### config.mk
export PLATFORM = sky130hd
export DESIGN_NAME = bus_datos_rtc
export DESIGN_NICKNAME = d
export VERILOG_FILES = /design/src/rtl/bus_datos_rtc.sv
export SDC_FILE = /design/constraint.sdc
export NUM_CORES = 1
export LEC_CHECK = 0
export CORE_MARGIN = 8
export CORE_UTILIZATION = 45
export DETAILED_ROUTE_END_ITERATION = 10
export PLACE_DENSITY = 0.89
export SKIP_LAST_GASP = 1
export SYNTH_ARGS = -nofsm -noshare
export SYNTH_HDL_FRONTEND = slang
export SYNTH_SLANG_ARGS = --single-unit
### constraint.sdc
create_clock -name reloj -period 1.57 [get_ports reloj]
set_clock_uncertainty 0.15 [all_clocks]
set_input_delay 0.314 -clock reloj [delete_from_list [all_inputs] [get_ports reloj]]
set_output_delay 0.314 -clock reloj [all_outputs]
set_load 0.05 [all_outputs]
### src/rtl/bus_datos_rtc.sv
// Data/address path for the RTC multiplexed AD bus.
// Holds the address and write-data registers loaded by PicoBlaze, drives them
// onto the bus under a turnaround FSM, and captures read data on LE rising.
module bus_datos_rtc #(
  parameter logic [7:0] ADDR_PORT   = 8'h02,
  parameter logic [7:0] DATA_PORT   = 8'h03,
  parameter logic [7:0] READ_PORT   = 8'h04,
  parameter logic [7:0] STATUS_PORT = 8'h05
) (
  input  logic       reloj,
  input  logic       resetM,
  input  logic       write_strobe,
  input  logic       read_strobe,
  input  logic [7:0] port_id,
  input  logic [7:0] out_port,
  output logic [7:0] in_port,
  input  logic       CS,
  input  logic       RD,
  input  logic       WR,
  input  logic       A_D,
  input  logic       LE,
  input  logic [7:0] dato_in,
  output logic [7:0] dato_out,
  output logic       dato_oe,
  output logic       dato_listo,
  output logic       error_bus
);

  typedef enum logic [2:0] {REPOSO, DIR, ESC, LEC, GIRO} estado_t;

  estado_t    state, state_nx;
  logic [7:0] dir_reg, wr_reg, rd_reg;
  logic       le_q;
  logic       captura, lee_dato, err_set, err_clr;
  logic [7:0] status;

  // RD and WR low together with CS low is a bus conflict, whatever the state
  assign err_set  = ~CS & ~RD & ~WR;
  assign err_clr  = write_strobe & (port_id == STATUS_PORT) & out_port[1];
  // only an LE rising edge while we are listening counts as read data
  assign captura  = (state == LEC) & LE & ~le_q;
  assign lee_dato = read_strobe & (port_id == READ_PORT);
  assign status   = {6'b0, error_bus, dato_listo};

  // state register
  always_ff @(posedge reloj) begin
    if (resetM) state <= REPOSO;
    else        state <= state_nx;
  end

  // next state: a direction change out of LEC, DIR or ESC goes through one
  // GIRO cycle so the block and the RTC never drive the bus together.
  // GIRO itself never matches the turnaround conditions, so it lasts one cycle.
  always_comb begin
    state_nx = state;
    if (CS)                state_nx = REPOSO;
    else if (~RD & ~WR)    state_nx = REPOSO;
    else if (~A_D & RD)    state_nx = (state == LEC) ? GIRO : DIR;
    else if (A_D & ~WR)    state_nx = (state == LEC) ? GIRO : ESC;
    else if (~RD)          state_nx = (state == DIR || state == ESC) ? GIRO : LEC;
    else if (state == GIRO) state_nx = REPOSO;
  end

  // bus drive decoded from the registered state only
  always_comb begin
    dato_oe  = 1'b0;
    dato_out = 8'h00;
    case (state)
      DIR:     begin dato_oe = 1'b1; dato_out = dir_reg; end
      ESC:     begin dato_oe = 1'b1; dato_out = wr_reg;  end
      default: begin dato_oe = 1'b0; dato_out = 8'h00;   end
    endcase
  end

  // PicoBlaze-loaded address and write-data registers
  always_ff @(posedge reloj) begin
    if (resetM) begin
      dir_reg <= 8'h00;
      wr_reg  <= 8'h00;
    end else if (write_strobe) begin
      if (port_id == ADDR_PORT) dir_reg <= out_port;
      if (port_id == DATA_PORT) wr_reg  <= out_port;
    end
  end

  // read capture; a capture beats a simultaneous READ_PORT read
  always_ff @(posedge reloj) begin
    if (resetM) begin
      le_q       <= 1'b0;
      rd_reg     <= 8'h00;
      dato_listo <= 1'b0;
    end else begin
      le_q <= LE;
      if (captura) begin
        rd_reg     <= dato_in;
        dato_listo <= 1'b1;
      end else if (lee_dato) begin
        dato_listo <= 1'b0;
      end
    end
  end

  // sticky conflict flag; a new conflict beats a simultaneous clear
  always_ff @(posedge reloj) begin
    if (resetM)       error_bus <= 1'b0;
    else if (err_set) error_bus <= 1'b1;
    else if (err_clr) error_bus <= 1'b0;
  end

  // registered read mux back to PicoBlaze
  always_ff @(posedge reloj) begin
    if (resetM)                      in_port <= 8'h00;
    else if (port_id == READ_PORT)   in_port <= rd_reg;
    else if (port_id == STATUS_PORT) in_port <= status;
    else                             in_port <= 8'h00;
  end

endmodule
## Word-level counts from Yosys, hierarchy flattened

Index checks and enable logic that the tools add are counted.
W data, S select, Z words.

| operators by class | value |
|---|---|
| equality and inequality tests | 9 |
| mux-type cells | 15 |
| bitwise operators | 15 |
| reductions and logical operators | 7 |

Operator list:

| kind | number |
|---|---|
| $mux W3 | 7 |
| $eq A8 B2 Y1 const B | 2 |
| $eq A8 B3 Y1 const B | 2 |
| $pmux W8 S2 | 1 |
| $and A1 B1 Y1 | 10 |
| $mux W8 | 1 |
| $eq A3 B2 Y1 const B | 2 |
| $mux W1 | 5 |
| $not A1 Y1 | 5 |
| $ne A4 B1 Y1 const B | 1 |
| $reduce_and A2 Y1 | 2 |
| $reduce_bool A2 Y1 | 2 |
| $eq A3 B1 Y1 const B | 1 |
| $eq A3 B3 Y1 const B | 1 |
| $reduce_or A3 Y1 | 1 |
| $mux W2 | 1 |
| $reduce_or A2 Y1 | 1 |
| $logic_or A1 B1 Y1 | 1 |

| storage, ports and cells | value |
|---|---|
| bits in registers | 38 |
| bits of input ports | 33 |
| output and inout bits | 19 |
| word-level logic and storage cells | 54 |

## Depth between registers and ports, before layout

| depth | value |
|---|---|
| depth in word-level cells | 6 |
| depth in mapped cells | 6 |

## Least setup slack after synthesis

OpenSTA, ideal clock, no wires.

| timing path | value |
|---|---|
| path kind | register to output |
| start point | reg state[0] |
| end point | out dato_out[0] |
| arrival | 1.491 ns |
| required time | 1.106 ns |
| slack | -0.385 ns |
| cell stages (with the launch flop) | 6 |
| buffers on the path | 2 |
| cell sequence | dfxtp_1 > buf_4 > nor2b_1 > buf_2 > a22oi_1 > nor2_1 |

| on the way | value |
|---|---|
| word-level cells in the longest chain between the ends | 2 |
| elaborated cells on any way between the ends | 3 |
| those cells by class | eq/ne (2); mux (1) |

RTL lines:

| element | RTL line | text |
|---|---|---|
| start, declared | 31 | `estado_t state, state_nx;` |
| start signal, assigned | 48 | `else state <= state_nx;` |
| $eq A3 B2 Y1 / $eq A3 B1 Y1 (equally long branches) | 68 | `case (state)` |
| $pmux W8 S2 * | 68 |  |
| end, declared | 23 | `output logic [7:0] dato_out,` |

Every way passes the cells marked *; elsewhere a longest branch is shown, timed or not.

## Final worst setup path

| timing path | value |
|---|---|
| start point | reg state[0] |
| end point | out dato_out[2] |

Same word-level chain as after synthesis.

==> impl_metrics.csv <==
group,metric,value,unit
outcome,outcome,"complete, but fails checks",
outcome,failed_checks,"setup timing",
layout,nFillCells,196,
sta,rsz0062_at_grt,"true",
yosys,synthesis.area,1633,sq um
layout,drive_gt1_share,38.11,%
floorplan,pin_count,52,
placed_design,portBuffers,51,
sta,fmax,503.5,MHz
run,drv_cap,0,
placed_design,dp_hpwl,3.452,mm
drt,firstDrtPassIters,4,
floorplan,initial_core_util,45.63,%
drt,totalWireLength,5.307,mm
drt,drt_iter0_markers,65,
floorplan,row_count,22,
layout,nets,276,
sta,min_period,1986,ps
clock_network,cts_root_buf,"clkbuf_4",
floorplan,die-width,76.24,um
floorplan,dieArea,5812,sq um
pwr,ir_drop,0.001014,V
setup_path,slowest_stage,"dfxtp_2",
setup_path,timing.reg2reg.setup_slack,-150,ps
clock_network,clock_path_buffers,2,
global_routing,grt_overflow_total,0,
pwr,leakage,1.177,nW
drt,wl_per_cell,18.17,um
clock_network,clkLatencyLatePin,360,ps
setup_path,endpoint_kind,"primary output",
sta,relSlewSlack,73.76,%
yosys,synth_edf_count,0,
setup_path,max_stage_delay,360,ps
yosys,synth_commonest_cells,"dfxtp_1 (38), nor2_1 (35), mux2i_1 (26)",
setup_path,crit_arrival,1520,ps
clock_network,numCtsBuffers,5,
clock_network,cts.sinks,38,
clock_network,postCtsHoldBufs,0,
yosys,ys.flop_type,"dfxtp_1",
clock_network,htreeDepth,2,
setup_path,crit_fanout,5,
sta,setup_viol,19,
yosys,syn_nets,203,
floorplan,fp.coreArea,3578,sq um
yosys,yosys-top-cells-area,"dfxtp_1 (47%), mux2i_1 (16%), nor2_1 (8.0%)",
yosys,yosys_warnings,0,
placed_design,place_ws,-468.8,ps
floorplan,die-height,76.24,um
hold_path,hp-class,"in -> reg",
drt,drtAntennaViolNets,0,
drt,num_vias,1560,
yosys,async_reset_ff_share,0,%
yosys,synth_top_area_cell,"dfxtp_1",
global_routing,grt_start_max_net_pins,22,
drt,drc,0,
yosys,synth.most_common_cell,"dfxtp_1",
sta,finalCritPeriodShare,126.5,%
sta,slew_violations,0,
global_routing,first_global_vias,1734,
sta,worst_pin_slew,389.5,ps
yosys,synthDistinctLibCells,31,
yosys,synth_seq_cells,38,
placed_design,place_inst,277,
layout,fin_cells,292,
clock_network,clk_pin_slew,130,ps
setup_path,critical_path_required,1110,ps
clock_network,cts_tree,"built",
pwr,cellPowerDensity,733.5,nW/um^2
yosys,synthCells,170,
yosys,yosysTopAreaCellShare,46.59,%
sta,hold_viol,0,
sta,setup_ws,-415.9,ps
setup_path,setup.worst_path.class,"reg -> out",
yosys,ys_seq_area_share,46.59,%
global_routing,antenna_found_initial,0,
layout,antennaDiodeCount,0,
setup_path,crit_path_cell_trace,"buf_6 -> nor2b_4 -> clkbuf_16 -> a22oi_2 -> nor2_4 -> buf_12",
setup_path,startpoint_type,"register",
drt,via_per_inst,5.342,
placed_design,place.gp.congestion,0.8397,
layout,area_growth,77.39,%
yosys,avgSynthCellArea,9.605,sq um
global_routing,track_usage,18.74,%
global_routing,grt_pass1_wl,8.631,mm
## where the power goes
group / internal [W] / switching [W] / total (W)
Clock: 0.000539 / 0.000332 / 0.000871
Combinational: 0.000155 / 0.000120 / 0.000276
Sequential: 0.000971 / 0.00000661 / 0.000978
## stage by stage
step / TNS (ps) / total power, W / hold slack, ps / area [sq um] / utilization, %
after floorplan: 0 / 0.001083 / 292.2 / 1708 / -
after global placement: -12470 / 0.001219 / 298.9 / 2594 / 72.48
after detailed placement: -15060 / 0.001227 / 305.9 / 2594 / 72.48
after CTS: -4025 / 0.002134 / 331.7 / 2882 / 80.52
after global routing: -5165 / 0.002188 / 322.0 / 2897 / 80.94
final: -4156 / 0.002125 / 286.3 / 2897 / 80.94
## placed cells by master (no fill, tap or decap), types with 3 or more instances in the layout
master           instances
buf_12                  24
and2_2                   6
nor2_1                  26
o21ai_0                  7
dfxtp_1                 36
buf_6                    3
dlymetal6s2s_1           4
buf_4                   18
clkbuf_4                 5
nor3_2                   3
a22oi_2                  8
nor2_4                   8
mux2i_1                 26
a21oi_1                  5
clkdlybuf4s50_1         26
inv_1                    3
## cell families after synthesis
logic type             after synthesis  share of synthesized area (%)
AND/OR/NAND/NOR                     62                          21.00
flip-flops                          38                          46.59
AO/OA/AOI/OAI                       29                          11.57
multiplexers                        26                          15.94
buffers and inverters               15                          4.904
## timing repair
item	4_1_cts	5_1_grt
endpoints found under the hold margin	0	0
buffers inserted	6	0
resized for setup	23	8
gates cloned	1	0
endpoints found under the setup margin	24	34
pin swaps	6	9
## worst max-delay path: cells and delay by family, from the launching register on
family | cells | cell delay [ps]
buf+inv | 3 | 400
flops | 1 | 360
simple gates | 2 | 330
compound gates | 1 | 60
## layer usage
metal  GRT usage [%]  vias to the layer above  wire (um)
met5               0                        -          0
met4           17.12                        0        361
met3           4.363                       28        266
met2           32.65                       59       2712
met1           17.95                      736       1968
li1                -                      737          -
## cell type report
class                      count  area (sq um)  area share [%]
clock buffer                   6         51.30           1.771
clock inverter                 2         60.06           2.073
inverter                       3         11.26          0.3888
multi-input combinational    117         948.4           32.74
sequential                    38         763.2           26.35
tap                           48         60.06           2.073
timing repair buffer          78          1002           34.60
## worst paths after layout
| check | startpoint | to | cells after the start |
|---|---|---|---|
| worst max-delay path | state[0]$_SDFFE_PP0P_ | dato_out[2] | 6 |
| worst min-delay path | write_strobe | error_bus$_SDFFE_PP0P_ | 4 |
| worst max register to register | state[1]$_SDFFE_PP0P_ | rd_reg[2]$_SDFFE_PP0P_ | 7 |
| worst min register to register | rd_reg[7]$_SDFFE_PP0P_ | in_port[7]$_SDFF_PP0_ | 1 |
Note: power is estimated with default switching activity, not from simulation.
